## config.mk

```make
export PLATFORM = sky130hd
export DESIGN_NAME = commit_fence_sequencer
export DESIGN_NICKNAME = d
export VERILOG_FILES = /design/src/rtl/commit_fence_sequencer_pkg.sv /design/src/rtl/commit_fence_sequencer.sv
export SDC_FILE = /design/constraint.sdc
export NUM_CORES = 1
export LEC_CHECK = 0
export CAP_MARGIN = 20
export CORE_UTILIZATION = 42
export DETAILED_ROUTE_END_ITERATION = 12
export PLACE_DENSITY = 0.9
export SYNTH_ARGS = -nofsm -noshare
export SYNTH_HDL_FRONTEND = slang
export SYNTH_SLANG_ARGS = --single-unit
```

## constraint.sdc

```tcl
create_clock -name clk_i -period 1.65 [get_ports clk_i]
set_input_delay 0.33 -clock clk_i [delete_from_list [all_inputs] [get_ports clk_i]]
set_output_delay 0.33 -clock clk_i [all_outputs]
set_load 0.02 [all_outputs]
```

## src/rtl/commit_fence_sequencer_pkg.sv

```systemverilog
// -----------------------------------------------------------------------------
// commit_fence_sequencer_pkg
// Shared types and widths for the commit-stage fence sequencer.
//   fence_op_e       : kind of fence operation retiring on commit port 0
//   VLEN, ASID_WIDTH : widths of the SFENCE.VMA vaddr / asid operands
//   op_flushes_icache: FENCE.I and external D$ flush also invalidate the I$
// -----------------------------------------------------------------------------
package commit_fence_sequencer_pkg;

  localparam int VLEN       = 64;
  localparam int ASID_WIDTH = 16;

  typedef enum logic [1:0] {
    FOP_FENCE   = 2'd0,
    FOP_FENCE_I = 2'd1,
    FOP_SFENCE  = 2'd2,
    FOP_DFLUSH  = 2'd3
  } fence_op_e;

  function automatic logic op_flushes_icache(input fence_op_e op);
    return (op == FOP_FENCE_I) || (op == FOP_DFLUSH);
  endfunction

endpackage

```

## src/rtl/commit_fence_sequencer.sv

```systemverilog
// -----------------------------------------------------------------------------
// commit_fence_sequencer
// Sequences the side effects of FENCE / FENCE.I / SFENCE.VMA / external D$
// flush requests retiring on commit port 0: drain store buffer, flush D$,
// invalidate I$ or flush TLB, flush pipeline, then pulse done_o.
//
// Ports
//   clk_i, rst_ni         clock, asynchronous active-low reset
//   halt_i                debug halt, blocks acceptance of new requests
//   req_valid_i/op/vaddr/asid  request from commit port 0
//   req_ready_o           request accepted this cycle (IDLE and not halted)
//   no_st_pending_i       store buffer empty
//   dcache_flush_o        D$ flush request (level, held until ack)
//   dcache_flush_ack_i    one-cycle D$ flush done pulse
//   icache_flush_o        one-cycle I$ invalidate pulse
//   sfence_vma_o          one-cycle TLB flush pulse, with sfence_vaddr_o/asid_o
//   flush_pipe_o          one-cycle pipeline flush pulse
//   done_o                one-cycle completion pulse
//   busy_o                sequence in progress
//   timeout_o             sticky drain watchdog flag
// -----------------------------------------------------------------------------
module commit_fence_sequencer
  import commit_fence_sequencer_pkg::*;
#(
  parameter int unsigned DRAIN_TIMEOUT = 1024
) (
  input  logic                  clk_i,
  input  logic                  rst_ni,
  input  logic                  halt_i,
  input  logic                  req_valid_i,
  input  fence_op_e             req_op_i,
  input  logic [VLEN-1:0]       req_vaddr_i,
  input  logic [ASID_WIDTH-1:0] req_asid_i,
  output logic                  req_ready_o,
  input  logic                  no_st_pending_i,
  output logic                  dcache_flush_o,
  input  logic                  dcache_flush_ack_i,
  output logic                  icache_flush_o,
  output logic                  sfence_vma_o,
  output logic [VLEN-1:0]       sfence_vaddr_o,
  output logic [ASID_WIDTH-1:0] sfence_asid_o,
  output logic                  flush_pipe_o,
  output logic                  done_o,
  output logic                  busy_o,
  output logic                  timeout_o
);

  // A zero timeout disables the watchdog; keep the counter width legal anyway.
  localparam int CNT_W = (DRAIN_TIMEOUT > 0) ? $clog2(DRAIN_TIMEOUT + 1) : 1;

  typedef enum logic [2:0] {
    ST_IDLE    = 3'd0,
    ST_DRAIN   = 3'd1,
    ST_DCFLUSH = 3'd2,
    ST_ICFLUSH = 3'd3,
    ST_TLB     = 3'd4,
    ST_PIPE    = 3'd5,
    ST_DONE    = 3'd6
  } state_e;

  state_e                  state_reg, state_next;
  fence_op_e               op_reg;
  logic [VLEN-1:0]         vaddr_reg;
  logic [ASID_WIDTH-1:0]   asid_reg;
  logic                    accept;

  assign req_ready_o = (state_reg == ST_IDLE) && !halt_i;
  assign accept      = req_valid_i && req_ready_o;

  // State register and request operand capture.
  always_ff @(posedge clk_i or negedge rst_ni) begin
    if (!rst_ni) begin
      state_reg <= ST_IDLE;
      op_reg    <= FOP_FENCE;
      vaddr_reg <= '0;
      asid_reg  <= '0;
    end else begin
      state_reg <= state_next;
      if (accept) begin
        op_reg    <= req_op_i;
        vaddr_reg <= req_vaddr_i;
        asid_reg  <= req_asid_i;
      end
    end
  end

  // Next-state and Moore outputs. Each pulse output belongs to exactly one
  // state, so at most one of them can be high in any cycle.
  always_comb begin
    state_next     = state_reg;
    dcache_flush_o = 1'b0;
    icache_flush_o = 1'b0;
    sfence_vma_o   = 1'b0;
    flush_pipe_o   = 1'b0;
    done_o         = 1'b0;
    busy_o         = 1'b1;
    unique case (state_reg)
      ST_IDLE: begin
        busy_o = 1'b0;
        if (accept) state_next = ST_DRAIN;
      end
      ST_DRAIN: begin
        // Decision uses the registered op, so DRAIN always lasts >= 1 cycle.
        if (no_st_pending_i) begin
          state_next = (op_reg == FOP_SFENCE) ? ST_TLB : ST_DCFLUSH;
        end
      end
      ST_DCFLUSH: begin
        dcache_flush_o = 1'b1;
        if (dcache_flush_ack_i) begin
          state_next = op_flushes_icache(op_reg) ? ST_ICFLUSH : ST_PIPE;
        end
      end
      ST_ICFLUSH: begin
        icache_flush_o = 1'b1;
        state_next     = ST_PIPE;
      end
      ST_TLB: begin
        sfence_vma_o = 1'b1;
        state_next   = ST_PIPE;
      end
      ST_PIPE: begin
        flush_pipe_o = 1'b1;
        state_next   = ST_DONE;
      end
      ST_DONE: begin
        done_o     = 1'b1;
        state_next = ST_IDLE;
      end
      default: begin
        busy_o     = 1'b0;
        state_next = ST_IDLE;
      end
    endcase
  end

  assign sfence_vaddr_o = vaddr_reg;
  assign sfence_asid_o  = asid_reg;

  // Drain watchdog: restarts on every request (DRAIN entry), counts DRAIN
  // cycles and saturates; the flag sets on the cycle the count reaches the
  // limit and only reset clears it. The FSM never aborts on timeout.
  generate
    if (DRAIN_TIMEOUT > 0) begin : g_wdog
      localparam logic [CNT_W-1:0] CNT_MAX  = CNT_W'(DRAIN_TIMEOUT);
      localparam logic [CNT_W-1:0] CNT_LAST = CNT_W'(DRAIN_TIMEOUT - 1);
      logic [CNT_W-1:0] cnt_reg;
      logic             timeout_reg;

      always_ff @(posedge clk_i or negedge rst_ni) begin
        if (!rst_ni) begin
          cnt_reg     <= '0;
          timeout_reg <= 1'b0;
        end else if (accept) begin
          cnt_reg <= '0;
        end else if ((state_reg == ST_DRAIN) && (cnt_reg != CNT_MAX)) begin
          cnt_reg <= cnt_reg + 1'b1;
          if (cnt_reg == CNT_LAST) timeout_reg <= 1'b1;
        end
      end

      assign timeout_o = timeout_reg;
    end else begin : g_no_wdog
      assign timeout_o = 1'b0;
    end
  endgenerate

endmodule

```

# Word-level counts from Yosys, hierarchy flattened
# Index checks and enable logic that the tools add are counted.
# op_classes
n_addsub	1
eq_ne	14
muxes	14
bitwise	1
reduce_logical	11
# ops
cell	count
$mux 11	2
$mux 3	5
$pmux 3 s5	1
$add 11x1->11 const B	1
$eq 11x10->1 const B	1
$ne 11x11->1 const B	1
$eq 3x3->1 const B	3
$eq 3x2->1 const B	2
$mux 1	6
$ne 2x2->1 const B	3
$reduce_and 3->1	2
$reduce_or 6->1	1
$eq 2x2->1 const B	2
$eq 3x1->1 const B	1
$logic_and 1x1->1	3
$logic_not 3->1	1
$eq 2x1->1 const B	1
$reduce_bool 2->1	1
$reduce_or 2->1	1
$logic_not 1->1	1
$logic_or 1x1->1	1
$not 1->1	1
# totals
register_bits	97
input_bits	88

# Logic depth before layout (Yosys ltp)
# logic_depth
depth_word	5
depth_mapped	6
ltp_nobuf	5

# Least setup slack after synthesis
# No wires, ideal clock.
# synth_path
path_kind	register to register
from	register state_reg[2]
to	register vaddr_reg[26] (netlist: sfence_vaddr_o[26])
setup_time_ps	117
t_arrival_ps	1659
required_time_ps	1533
setup_slack_ps	-126
stages_incl_launch_ff	6
path_buffers	1
synth_period_minus_slack_ps	1776
cell_sequence	dfrtp_1 nor4_2 nand2_1 clkbuf_1 nand2_1 nand2_1
# synth_via
elab_chain_cells	3
# synth_lines
item	line	text
start, declared	commit_fence_sequencer.sv:61	state_e state_reg, state_next;
start signal, assigned	commit_fence_sequencer.sv:78	state_reg <= state_next;
$logic_not 3->1	commit_fence_sequencer.sv:67	assign req_ready_o = (state_reg == ST_IDLE) && !halt_i;
$logic_and 1x1->1	commit_fence_sequencer.sv:67	
named net req_ready_o	commit_fence_sequencer.sv:34	output logic req_ready_o,
$logic_and 1x1->1	commit_fence_sequencer.sv:68	assign accept = req_valid_i && req_ready_o;
end signal, assigned	commit_fence_sequencer.sv:81	vaddr_reg <= req_vaddr_i;
end, declared	commit_fence_sequencer.sv:63	logic [VLEN-1:0] vaddr_reg;
# The timed path passes the listed nets, and every way through them passes these cells.
# A chain may end at the register's enable or synchronous reset.

# Final worst setup path
# layout_path
from	register state_reg[1]
to	output port flush_pipe_o
# layout_via
elab_chain_cells	2
# layout_lines
item	line	text
$eq 3x3->1	commit_fence_sequencer.sv:97	unique case (state_reg)
$mux 1	commit_fence_sequencer.sv:97	
end, declared	commit_fence_sequencer.sv:42	output logic flush_pipe_o,
# Every way passes these cells.

==> impl_metrics.toml <==
[status]
status = "finished, violations left"
violations = "negative setup slack"

[final_layout]
fillCellCount = 674
multiInputGateArea_um2 = 1560
layout.nets = 752
largest_register_ffs = 64
mostFrequentLayoutCells = "nand2_1, dfrtp_1, clkdlybuf4s50_1, dlygate4sd2_1, buf_4"
insertedDiodeCount = 0
register_area_um2 = 2430
drive_above_1_share = 0.141
syn_to_final_growth_pct = 69.1
final_common_cell = "nand2_1"

[clock_tree]
htreeDepth = 3
cts_buffer_depth = 2
clk_latency_ns = 0.36
numCtsBuffers = 9
cts_tree = "yes"
path_clk_slew_ns = 0.10
clock_sinks = 97
root_buffer = "clkbuf_8"

[route]
first_pass_iters = 5
viasPerCell = 5.02
drc_errors = 0
drtIter0Drc = 158
routed_wl_mm = 13.2
vias = 3903
ant_nets = 0
wire_per_inst_um = 16.9

[synth]
async_flop_share = 1.00
synth_top_flop_cell = "dfrtp_1"
synth_seq_cells = 97
yosys_warnings = 0
avgSynthCellArea_um2 = 8.95
yosysTopAreaCell = "dfrtp_1"
synth_cell_types = 35
syn_area_um2 = 3980
netlist.area_leader.share = 0.609
ys_top_cells_by_area = "dfrtp_1, nand2_1, clkbuf_1, xnor2_1, buf_2"
syn-num-nets = 535
synth_edf_count = 0
synthCells = 445
seq_area_frac_synth = 0.609

[placement]
gp_congestion = 0.849
dpl.hpwl_mm = 7.62
portBuffers = 175

[sta]
setup_slack_ns = -0.0911
final-setup-viol-count = 45
timing.fmax_mhz = 574
finalCritPeriodShare = 1.06
finalHoldViolCount = 0
fin_setup_tns_ns = -1.45
relSlewSlack = 0.628
min_period_ns = 1.74
slew_viol_final = 0
rsz0062_at_grt = "yes"
skew_ns = 0.0126
tightest_slew_ns = 0.553

[floorplanning]
initial_utilization = 0.433
ios = 176
core_um2 = 9200
die_height_um = 99.4
dieArea_um2 = 9880
placementRows = 35
chipWidth_um = 99.4

[global_route]
antenna_found_initial = 0
grt_max_degree = 50
grt_pass1_wl_mm = 18.6
grtUsageTotal = 0.245
grt_pass1_vias = 3892
overflow = 0

[power]
leakage_nw = 3.61
ir_worst_vdd_uv = 937
total_power_w = 0.0114
power.density_nw_per_um2 = 1690

[worst_setup_path]
slowest_delay_ns = 0.47
required_ns = 1.32
slowest_stage = "dfrtp_2"
worstSetupPathType = "reg -> out"
arrival_ns = 1.41
cp-end-kind = "primary output"
path_cells = "inv_1, and3_1, clkdlybuf4s15_2"
start_kind = "flip-flop"
cp_max_fo = 7

[job]
drv_cap = 0

[min_path]
hold_class = "in -> async"
## timing repair
item	CTS	global route
gates resized for setup	128	34
cloned	5	12
hold endpoints to repair	21	0
setup endpoints to repair	171	108
pin swaps	10	7
hold buffers	1	0
buffers inserted	8	8
## cell type report
type                            count  share of cell area
Sequential cell                    97               0.361
Timing Repair Buffer              226               0.353
Multi-Input combinational cell    321               0.231
Clock buffer                       11              0.0210
Tap cell                          111              0.0206
Clock inverter                      5             0.00929
Inverter                            7             0.00390
## cells in the mapped netlist (3+ instances only)
cell / instances
a21oi_1: 3
and3_1: 3
buf_2: 8
clkbuf_1: 13
dfrtp_1: 97
inv_1: 7
nand2_1: 253
nand4_1: 4
nor2_1: 10
nor3_1: 4
nor3b_1: 4
o21ai_0: 3
xnor2_1: 5
## cells by family (layout without fill, tap and decap cells)
family / after synthesis / count (layout) / synth area share
buf+inv: 29 / 249 / 0.0308
mux: 1 / 1 / 0.00251
fa+ha+maj: 2 / 2 / 0.00628
flops: 97 / 97 / 0.609
xor+xnor: 7 / 7 / 0.0154
compound gates: 16 / 16 / 0.0317
simple gates: 293 / 295 / 0.304
## metal layers
layer,vias to the layer above,global-route usage,part of all wire
met3,25,0.0527,0.059
met5,-,0,0
met4,0,0.0916,0.023
met2,177,0.440,0.53
met1,1871,0.289,0.39
li1,1830,-,-
## per-stage QoR
stage | setup slack (ns) | cells | hold WS [ns] | cell area [um2] | util
4_1_cts | -0.0827 | 760 | 0.434 | 6390 | 0.695
6_report | -0.0911 | 778 | 0.423 | 6730 | 0.732
2_1_floorplan | 0.0108 | 445 | 0.0344 | 3990 | -
3_5_place_dp | -0.319 | 730 | 0.261 | 6010 | 0.653
5_1_grt | -0.152 | 778 | 0.443 | 6730 | 0.732
3_3_place_gp | -0.276 | 730 | 0.261 | 6010 | 0.653
## power by group
group | internal, W | total [W] | leakage, nW | switching [W]
clock network | 0.000755 | 0.00161 | 0.0966 | 0.000852
logic | 0.00249 | 0.00571 | 2.29 | 0.00322
registers | 0.00340 | 0.00404 | 1.22 | 0.000635
## worst paths after layout
| check | from | end | slack, ns | cells after the start |
|---|---|---|---|---|
| min reg2reg | timeout_o | timeout_o | 0.46 | 1 |
| min | rst_ni | state_reg[1] | 0.42 | 2 |
| min in group clk_i | timeout_o | timeout_o | 0.46 | 1 |
| max | state_reg[1] | flush_pipe_o | -0.09 | 3 |
| max in group asynchronous | rst_ni | sfence_vaddr_o[25] | 0.66 | 3 |
| max reg2reg | state_reg[1] | g_wdog.cnt_reg[2] | -0.09 | 6 |
## critical path, delay by kind of cell, from the launching register on
kind | cells | cell delay (ns)
buf+inv | 2 | 0.39
flops | 1 | 0.47
simple gates | 1 | 0.18
No activity file was read; power rests on OpenSTA's default activity.
